`src/rtl/coa_pkg.sv`:
```
// Shared constants for the destination-select / writeback path.
// Register indexing and destination-type encodings used across the datapath.
package coa_pkg;

    localparam int REG_IDX_W = 2;
    localparam int NUM_REGS  = 4;

    typedef enum logic [1:0] {
        DST_RIN1   = 2'b00,
        DST_RESULT = 2'b01,
        DST_D      = 2'b10
    } dst_type_e;

    typedef logic [REG_IDX_W-1:0] reg_idx_t;

endpackage

```
`src/rtl/wb_queue.sv`:
```
// In-order write queue of {dst,data} pairs feeding the register file.
// Entries are exported in age order (index 0 = oldest) so forwarding needs no pointer math.
module wb_queue
    import coa_pkg::*;
#(
    parameter int DATA_W = 8,
    parameter int DEPTH  = 2
) (
    input  logic                          clk,
    input  logic                          reset,
    input  logic                          push,
    input  logic                          pop,
    input  reg_idx_t                      push_dst,
    input  logic [DATA_W-1:0]             push_data,
    output logic [$clog2(DEPTH):0]        pending,
    output reg_idx_t                      head_dst,
    output logic [DATA_W-1:0]             head_data,
    output logic [DEPTH-1:0]              ent_valid,
    output logic [DEPTH*REG_IDX_W-1:0]    ent_dst,
    output logic [DEPTH*DATA_W-1:0]       ent_data
);

    localparam int PTR_W = $clog2(DEPTH);
    localparam int CNT_W = PTR_W + 1;

    reg_idx_t            dst_mem  [DEPTH];
    logic [DATA_W-1:0]   data_mem [DEPTH];
    logic [PTR_W-1:0]    wr_ptr;
    logic [PTR_W-1:0]    rd_ptr;
    logic                do_push;
    logic                do_pop;

    assign do_push = push && (pending != CNT_W'(DEPTH));
    assign do_pop  = pop && (pending != '0);

    // Occupancy is a dedicated counter so full and empty never alias when pointers meet.
    always_ff @(posedge clk) begin
        if (reset) begin
            wr_ptr  <= '0;
            rd_ptr  <= '0;
            pending <= '0;
        end else begin
            if (do_push)
                wr_ptr <= wr_ptr + PTR_W'(1);
            if (do_pop)
                rd_ptr <= rd_ptr + PTR_W'(1);
            pending <= pending + CNT_W'(do_push) - CNT_W'(do_pop);
        end
    end

    always_ff @(posedge clk) begin
        if (do_push) begin
            dst_mem[wr_ptr]  <= push_dst;
            data_mem[wr_ptr] <= push_data;
        end
    end

    assign head_dst  = dst_mem[rd_ptr];
    assign head_data = data_mem[rd_ptr];

    always_comb begin
        ent_valid = '0;
        ent_dst   = '0;
        ent_data  = '0;
        for (int i = 0; i < DEPTH; i++) begin
            ent_valid[i]                         = CNT_W'(i) < pending;
            ent_dst[i*REG_IDX_W +: REG_IDX_W]    = dst_mem[rd_ptr + PTR_W'(i)];
            ent_data[i*DATA_W +: DATA_W]         = data_mem[rd_ptr + PTR_W'(i)];
        end
    end

endmodule

```
`src/rtl/dst_writeback_regfile.sv`:
```
// Writeback end of the destination-select path: queued writes, 4-entry regfile,
// and two forwarded read ports that always return the newest value for an index.
module dst_writeback_regfile
    import coa_pkg::*;
#(
    parameter int DATA_W = 8,
    parameter int DEPTH  = 2
) (
    input  logic                   clk,
    input  logic                   reset,
    input  logic                   wr_valid,
    output logic                   wr_ready,
    input  logic [REG_IDX_W-1:0]   wr_dst,
    input  logic [DATA_W-1:0]      wr_data,
    input  logic                   commit_en,
    input  logic [REG_IDX_W-1:0]   rd_addr1,
    input  logic [REG_IDX_W-1:0]   rd_addr2,
    output logic [DATA_W-1:0]      rd_data1,
    output logic [DATA_W-1:0]      rd_data2,
    output logic                   rd_fwd1,
    output logic                   rd_fwd2,
    output logic [$clog2(DEPTH):0] pending
);

    localparam int CNT_W = $clog2(DEPTH) + 1;

    logic [DATA_W-1:0]          regs [NUM_REGS];
    logic                       push;
    logic                       pop;
    reg_idx_t                   head_dst;
    logic [DATA_W-1:0]          head_data;
    logic [DEPTH-1:0]           ent_valid;
    logic [DEPTH*REG_IDX_W-1:0] ent_dst;
    logic [DEPTH*DATA_W-1:0]    ent_data;

    // Ready depends only on occupancy, so a full queue refuses a push even while it pops.
    assign wr_ready = (pending != CNT_W'(DEPTH));
    assign push     = wr_valid && wr_ready;
    assign pop      = commit_en && (pending != '0);

    wb_queue #(
        .DATA_W (DATA_W),
        .DEPTH  (DEPTH)
    ) u_queue (
        .clk       (clk),
        .reset     (reset),
        .push      (push),
        .pop       (pop),
        .push_dst  (wr_dst),
        .push_data (wr_data),
        .pending   (pending),
        .head_dst  (head_dst),
        .head_data (head_data),
        .ent_valid (ent_valid),
        .ent_dst   (ent_dst),
        .ent_data  (ent_data)
    );

    always_ff @(posedge clk) begin
        if (reset) begin
            for (int i = 0; i < NUM_REGS; i++)
                regs[i] <= '0;
        end else if (pop) begin
            regs[head_dst] <= head_data;
        end
    end

    // Walk oldest to youngest so a younger match overrides an older one.
    always_comb begin
        rd_data1 = regs[rd_addr1];
        rd_data2 = regs[rd_addr2];
        rd_fwd1  = 1'b0;
        rd_fwd2  = 1'b0;
        for (int i = 0; i < DEPTH; i++) begin
            if (ent_valid[i] && (ent_dst[i*REG_IDX_W +: REG_IDX_W] == rd_addr1)) begin
                rd_data1 = ent_data[i*DATA_W +: DATA_W];
                rd_fwd1  = 1'b1;
            end
            if (ent_valid[i] && (ent_dst[i*REG_IDX_W +: REG_IDX_W] == rd_addr2)) begin
                rd_data2 = ent_data[i*DATA_W +: DATA_W];
                rd_fwd2  = 1'b1;
            end
        end
    end

endmodule

```
`config.mk`:
```
export PLATFORM = sky130hd
export DESIGN_NAME = dst_writeback_regfile
export DESIGN_NICKNAME = d
export VERILOG_FILES = /design/src/rtl/coa_pkg.sv /design/src/rtl/wb_queue.sv /design/src/rtl/dst_writeback_regfile.sv
export SDC_FILE = /design/constraint.sdc
export NUM_CORES = 1
export LEC_CHECK = 0
export ABC_AREA = 1
export ABC_CLOCK_PERIOD_IN_PS = 2400
export CAP_MARGIN = 10
export CORE_MARGIN = 5
export CORE_UTILIZATION = 45
export CTS_BUF_LIST = sky130_fd_sc_hd__clkbuf_4
export DETAILED_ROUTE_END_ITERATION = 7
export PLACE_DENSITY_LB_ADDON = 0.1
export SLEW_MARGIN = 20
export SYNTH_ARGS = -nofsm -noshare
export SYNTH_HDL_FRONTEND = slang
export SYNTH_HIERARCHICAL = 1
export SYNTH_SLANG_ARGS = --single-unit
```
`constraint.sdc`:
```
create_clock -name clk -period 2.4 [get_ports clk]
set_input_delay 0.6 -clock clk [delete_from_list [all_inputs] [get_ports clk]]
set_output_delay 0.6 -clock clk [all_outputs]
set_load 0.05 [all_outputs]
```
* Word-level counts from Yosys, hierarchy flattened
Memories as Yosys holds them, arrays and structs flattened. A register that Yosys moved wholly into a read port is not among the register bits.
Index checks and enable logic that the tools add are counted.
** Word-level totals
- Memory bits (read-only) :: 0
- Bits in writable memories :: 52
- Flip-flop bits (word level) :: 4
- Latch bits :: 0
- Output and inout port bits :: 21
- Memories kept :: 3
- Word-level logic and storage cells :: 49
- Input bits :: 18
** Cells by class
- $lt $le $gt $ge :: 2
- Equality and inequality tests :: 5
- Div/mod/pow operators :: 0
- Bitwise gates (word level) :: 0
- $mul :: 0
- Shift operators :: 0
- $add $sub $neg :: 4
- Reduce and logical (&&, ||, !) cells :: 10
- Mux-type cells :: 22
** Memories
- regs :: depth 4, bits a word 8, rd ports 2, clocked after memory_dff 0, wr ports 4, line dst_writeback_regfile.sv:27 : logic [DATA_W-1:0] regs [NUM_REGS];
- u_queue.data_mem :: depth 2, bits a word 8, rd ports 2, clocked after memory_dff 1, wr ports 1, line wb_queue.sv:27 : logic [DATA_W-1:0] data_mem [DEPTH];
- u_queue.dst_mem :: depth 2, bits a word 2, rd ports 2, clocked after memory_dff 1, wr ports 1, line wb_queue.sv:26 : reg_idx_t dst_mem [DEPTH];
** Operators with widths (count)
- $mux W8 :: 5
- $mux W1 :: 16
- $eq A2 B2 Y1 :: 4
- $logic_and A1 B1 Y1 :: 8
- $reduce_or A8 Y1 :: 1
- $lt A1 B2 Y1 const A :: 2
- $add A1 B1 Y1 const B :: 2
- $add A2 B1 Y2 :: 1
- $mux W2 :: 1
- $ne A2 B2 Y1 const B :: 1
- $reduce_bool A2 Y1 :: 1
- $sub A2 B1 Y2 :: 1

* Depth between registers and ports, before layout
- Depth in word-level cells :: 7
- Mapped depth :: 12
- Mapped depth without buffers :: 11

* Hierarchy
Netlist, hierarchy kept.
** Modules (own cells, without submodules)
- dst_writeback_regfile :: cells each 339, area each 2364.8 µm², sequential area each 960.9 µm², times used 1
- wb_queue :: cells each 122, area each 1189.9 µm², sequential area each 700.7 µm², times used 1

* Worst setup path before layout
OpenSTA, ideal clock, no wires.
- Kind :: register -> output
- Start :: register u_queue.pending[0]
- End :: output rd_data1[0]
- Required time :: 1.800 ns
- Data arrival time :: 1.793 ns
- Path slack :: 0.007 ns
- Path buffers :: 0
- Stages on the path, launching flop included :: 9
- Cells stage by stage :: dfxtp_1 > inv_1 > nand2_2 > inv_1 > a21oi_1 > nand3_4 > nand2_1 > nand3_1 > nand2_1
** On the way
- Longest elaborated chain between the ends :: 4
- Elaborated cells between the ends (all ways) :: 6
- Classes of those cells :: order compare (2); mux (2); reduce/logical (2)
** Ends and longest elaborated chain
- from (decl) :: line wb_queue.sv:15 : output logic [$clog2(DEPTH):0] pending,
- from (signal assigned) :: line wb_queue.sv:47 : pending <= pending + CNT_W'(do_push) - CNT_W'(do_pop);
- $lt A1 B2 Y1 :: line wb_queue.sv:66 : ent_valid[i] = CNT_W'(i) < pending;
- via ent_valid[0] :: line dst_writeback_regfile.sv:32 : logic [DEPTH-1:0] ent_valid;
- $logic_and A1 B1 Y1 :: line dst_writeback_regfile.sv:75 : if (ent_valid[i] && (ent_dst[i*REG_IDX_W +: REG_IDX_W] == rd_addr1)) begin
- $mux W8 (2 in series) :: line dst_writeback_regfile.sv:75
- to (decl) :: line dst_writeback_regfile.sv:18 : output logic [DATA_W-1:0] rd_data1,
The timed path passes the listed nets, and every way through them passes these cells.

==> reports/qor.tcl <==
set qor(dp.cells) 612
set qor(timing.rr.end) {regs[2][3]$_SDFFCE_PN0P_}
set qor(criticalPathCategory) {reg2out}
set qor(powerDensity_nw_per_um2) 982
set qor(number_of_antenna_violating_nets_in_the_routed_design) 0
set qor(place_ws_ns) -0.351
set qor(synth.lib_cells_used.distinct) 28
set qor(placement_rows) 32
set qor(cellLeakagePower_nw) 2.14
set qor(seqCellArea_sq_um) 1670
set qor(postRouteWirelength_um) 9930
set qor(viasPerCell) 5.29
set qor(die_h_um) 98.9
set qor(synth.yosys.seq_area_share) 0.467
set qor(final_cells) 636
set qor(clock_tree.root_cell) {sky130_fd_sc_hd__clkbuf_4}
set qor(avgSynthCellArea_sq_um) 7.71
set qor(first_global_vias) 3267
set qor(final_setup_vio_count) 18
set qor(report.final.slew_viol_count) 0
set qor(cts.sinks) 57
set qor(final_net_count) 549
set qor(die_w_um) 98.9
set qor(cts-root-to-sink-buffers) 2
set qor(globalRouteOverflowTotal) 0
set qor(timing.final.ws_setup_ns) -0.204
set qor(hold-worst-slack_ns) 0.555
set qor(slew_headroom) 0.654
set qor(dp_hpwl_um) 7290
set qor(post_synth_instance_area_sq_um) 3550
set qor(routed-via-count) 3364
set qor(fillers) 652
set qor(drive_gt1_frac) 0.311
set qor(timing.reg2reg.worst_path_depth) 7
set qor(share_comb_of_total_power) 0.590
set qor(worstSetupEndpointType) {output port}
set qor(synth-seq-cells) 57
set qor(synthesis.nets) 481
set qor(tightest_slew_ns) 0.518
set qor(post_cts_hold_buffer_count) 0
set qor(die_area_sq_um) 9780
set qor(cap_violations) 0
set qor(multiInputGateArea_sq_um) 1870
set qor(grt_start_max_net_pins) 17
set qor(power_switching_mw) 2.22
set qor(timing.critical_path.fanout_max) 8
set qor(ys.warnings.count) 6
set qor(worst_ep_arrival_time_ns) 2.00
set qor(antenna_cells_inserted) 0
set qor(numCtsBuffers) 9
set qor(initial_utilization) 0.460
set qor(antenna_found_initial) 0
set qor(rr_startpoint) {u_queue/dst_mem[0][0]$_DFFE_PP_}
set qor(grt_setup_unrepaired) {yes}
set qor(dr.pass1.iters) 4
set qor(worstHoldPathCells) 2
set qor(cts-htree-levels) 3
set qor(outcome) {finished with violations}
set qor(cell_internal_pwr_mw) 2.57
set qor(fin_crit_ns) 2.60
set qor(routed_wire_length_per_instance_um) 15.6
set qor(drt_iter0_drc) 208
set qor(reg2reg_slack_ns) 0.57
set qor(remaining_drc_errors) 0
set qor(share_of_the_clock_period_used_by_the_worst_path) 1.08
set qor(hold_sp) {u_queue/wr_ptr$_SDFFE_PP0N_}
set qor(startpoint_type) {register}
set qor(report.power.total_mw) 4.79
set qor(share_seq_of_total_power) 0.281
set qor(clock_latency_ns) 0.42
set qor(place_congestion) 0.841
set qor(number_of_instances_in_the_synthesized_netlist) 461
set qor(max_clock_freq_mhz) 384
set qor(utilization) 0.631
set qor(final_hold_viol_count) 0
set qor(hold_end) {u_queue/wr_ptr$_SDFFE_PP0N_}
set qor(holdCritPathClass) {reg2reg}
set qor(cp_data_required_time_ns) 1.80
set qor(floorplan.io_pins) 39
set qor(wire_length_of_the_first_global_routing_pass_um) 15800
set qor(failed_checks) {setup timing}
set qor(tritoncts) {built}
set qor(clockPowerShare) 0.129
set qor(switching_share) 0.463
set qor(placement.io_buffers) 38
set qor(power.ir.vdd_worst_mv) 0.596
set qor(worst_clock_skew_ns) 0.0228
set qor(global_route.usage.total) 0.207
set qor(fp.coreArea_sq_um) 7730
set qor(areaGrowthSynthToFinish_pct) 37.2
set qor(clock_pin_slew_on_the_worst_setup_and_hold_paths_ns) 0.11
[layer usage]
layer / GRT usage / routed length, um / vias up
li1: - / - / 1647
met1: 0.257 / 4280 / 1619
met2: 0.358 / 5090 / 81
met3: 0.0410 / 386 / 17
met4: 0.0683 / 181 / 0
met5: 0 / 0 / -
[state kept, by name, summed over array words and instances (netlist names), named ones only]
name	flops
regs	32
u_queue/data_mem	16
u_queue/dst_mem	4
u_queue/pending	2
u_queue/rd_ptr	1
u_queue/wr_ptr	1
[cells in the mapped netlist]
cell	n	share of area
sky130_fd_sc_hd__inv_2	1	0.0011
sky130_fd_sc_hd__nor2_1	56	0.059
sky130_fd_sc_hd__a21oi_1	12	0.017
sky130_fd_sc_hd__inv_1	44	0.046
sky130_fd_sc_hd__nor2_2	3	0.0053
sky130_fd_sc_hd__xnor2_4	1	0.0077
sky130_fd_sc_hd__clkinv_1	2	0.0021
sky130_fd_sc_hd__o21ai_1	3	0.0042
sky130_fd_sc_hd__o21a_1	1	0.0021
sky130_fd_sc_hd__nor3b_2	2	0.0070
sky130_fd_sc_hd__nor2_4	1	0.0032
sky130_fd_sc_hd__buf_6	1	0.0032
sky130_fd_sc_hd__nand2_2	6	0.011
sky130_fd_sc_hd__a21boi_0	1	0.0021
sky130_fd_sc_hd__ha_1	2	0.0070
sky130_fd_sc_hd__nand3_1	83	0.12
sky130_fd_sc_hd__nand3_4	2	0.0099
sky130_fd_sc_hd__a21oi_2	2	0.0049
sky130_fd_sc_hd__dfxtp_1	5	0.028
sky130_fd_sc_hd__o21ai_0	7	0.0099
sky130_fd_sc_hd__buf_4	16	0.034
sky130_fd_sc_hd__nand3_2	3	0.0084
sky130_fd_sc_hd__xnor2_2	1	0.0046
sky130_fd_sc_hd__nand4_1	1	0.0018
sky130_fd_sc_hd__edfxtp_1	52	0.44
sky130_fd_sc_hd__buf_2	6	0.0084
sky130_fd_sc_hd__nand2_1	146	0.15
sky130_fd_sc_hd__inv_4	1	0.0018
[cell type report]
| cell class | instances | share of cell area |
|---|---|---|
| sequential | 57 | 0.342 |
| timing repair buffer | 78 | 0.186 |
| tap | 102 | 0.0262 |
| clock inverter | 7 | 0.0113 |
| inverter | 48 | 0.0374 |
| multi-input combinational | 335 | 0.383 |
| clock buffer | 9 | 0.0138 |
[stage by stage]
stage / setup TNS [ns] / instance area [sq um]
6_report: -3.06 / 4880
2_1_floorplan: 0 / 3550
5_1_grt: -5.08 / 4880
3_5_place_dp: -5.78 / 4360
3_3_place_gp: -5.81 / 4360
4_1_cts: -3.17 / 4720
[logic make-up (layout without fill, tap and decap cells)]
group | Yosys count | in the layout | share of synthesized area
AND/OR/NAND/NOR | 303 | 305 | 0.376
buffers and inverters | 71 | 142 | 0.0968
flip-flops | 57 | 57 | 0.467
AO/OA/AOI/OAI | 26 | 26 | 0.0401
adder cells (fa/ha/maj) | 2 | 2 | 0.00704
XOR/XNOR | 2 | 2 | 0.0123
[power groups by stage]
stage | logic, mW | registers (mW) | clock network, mW
after CTS | 2.68 | 1.34 | 0.643
after global routing | 3.01 | 1.36 | 0.696
final | 2.83 | 1.34 | 0.619
after global placement | 2.42 | 1.35 | 0
after floorplan | 1.46 | 1.36 | 0
after detailed placement | 2.45 | 1.36 | 0
[cells in the final DEF (no fill, tap or decap), types with 3 or more instances in the layout]
master / count
sky130_fd_sc_hd__nand2_1: 116
sky130_fd_sc_hd__nand3_1: 60
sky130_fd_sc_hd__nor2_1: 53
sky130_fd_sc_hd__edfxtp_1: 52
sky130_fd_sc_hd__inv_1: 40
sky130_fd_sc_hd__nand2_2: 33
sky130_fd_sc_hd__buf_4: 31
sky130_fd_sc_hd__nand3_2: 24
sky130_fd_sc_hd__buf_12: 20
sky130_fd_sc_hd__clkdlybuf4s50_1: 14
sky130_fd_sc_hd__clkbuf_4: 9
sky130_fd_sc_hd__a21oi_1: 9
sky130_fd_sc_hd__buf_6: 7
sky130_fd_sc_hd__o21ai_0: 7
sky130_fd_sc_hd__nand3_4: 6
sky130_fd_sc_hd__inv_2: 5
sky130_fd_sc_hd__dlygate4sd2_1: 5
sky130_fd_sc_hd__a21oi_4: 4
sky130_fd_sc_hd__nor2_2: 4
sky130_fd_sc_hd__nand2_4: 3
sky130_fd_sc_hd__nor2_4: 3
sky130_fd_sc_hd__clkinv_4: 3
[critical path, stage by stage, from the launching register on]
cell	delay, ns
sky130_fd_sc_hd__dfxtp_4	0.40
sky130_fd_sc_hd__nor2_2	0.05
sky130_fd_sc_hd__a21oi_4	0.21
sky130_fd_sc_hd__inv_2	0.11
sky130_fd_sc_hd__nand2_2	0.07
sky130_fd_sc_hd__nand2_2	0.06
sky130_fd_sc_hd__nor2_4	0.23
sky130_fd_sc_hd__nand3_1	0.11
sky130_fd_sc_hd__nand3_1	0.11
sky130_fd_sc_hd__nand2_2	0.08
sky130_fd_sc_hd__buf_12	0.15
[how the worst max path moves through the flow]
stage	start	end	cells after the start
2_1_floorplan	u_queue/pending[0]$_SDFF_PP0_	rd_data1[0]	8
3_3_place_gp	rd_addr1[1]	rd_data1[1]	7
3_5_place_dp	rd_addr1[1]	rd_data1[1]	9
4_1_cts	register	rd_data2[7]	11
5_1_grt	u_queue/dst_mem[0][0]$_DFFE_PP_	rd_data1[2]	11
6_report	register	rd_data2[3]	10
[what timing repair did]
action / CTS / global route
endpoints found under the hold margin: 0 / 0
resized for setup: 59 / 36
cloned: 1 / 1
buffers inserted: 5 / 2
pin swaps: 23 / 27
setup endpoints to repair: 19 / 20
Note: power is estimated with default switching activity, not from simulation.
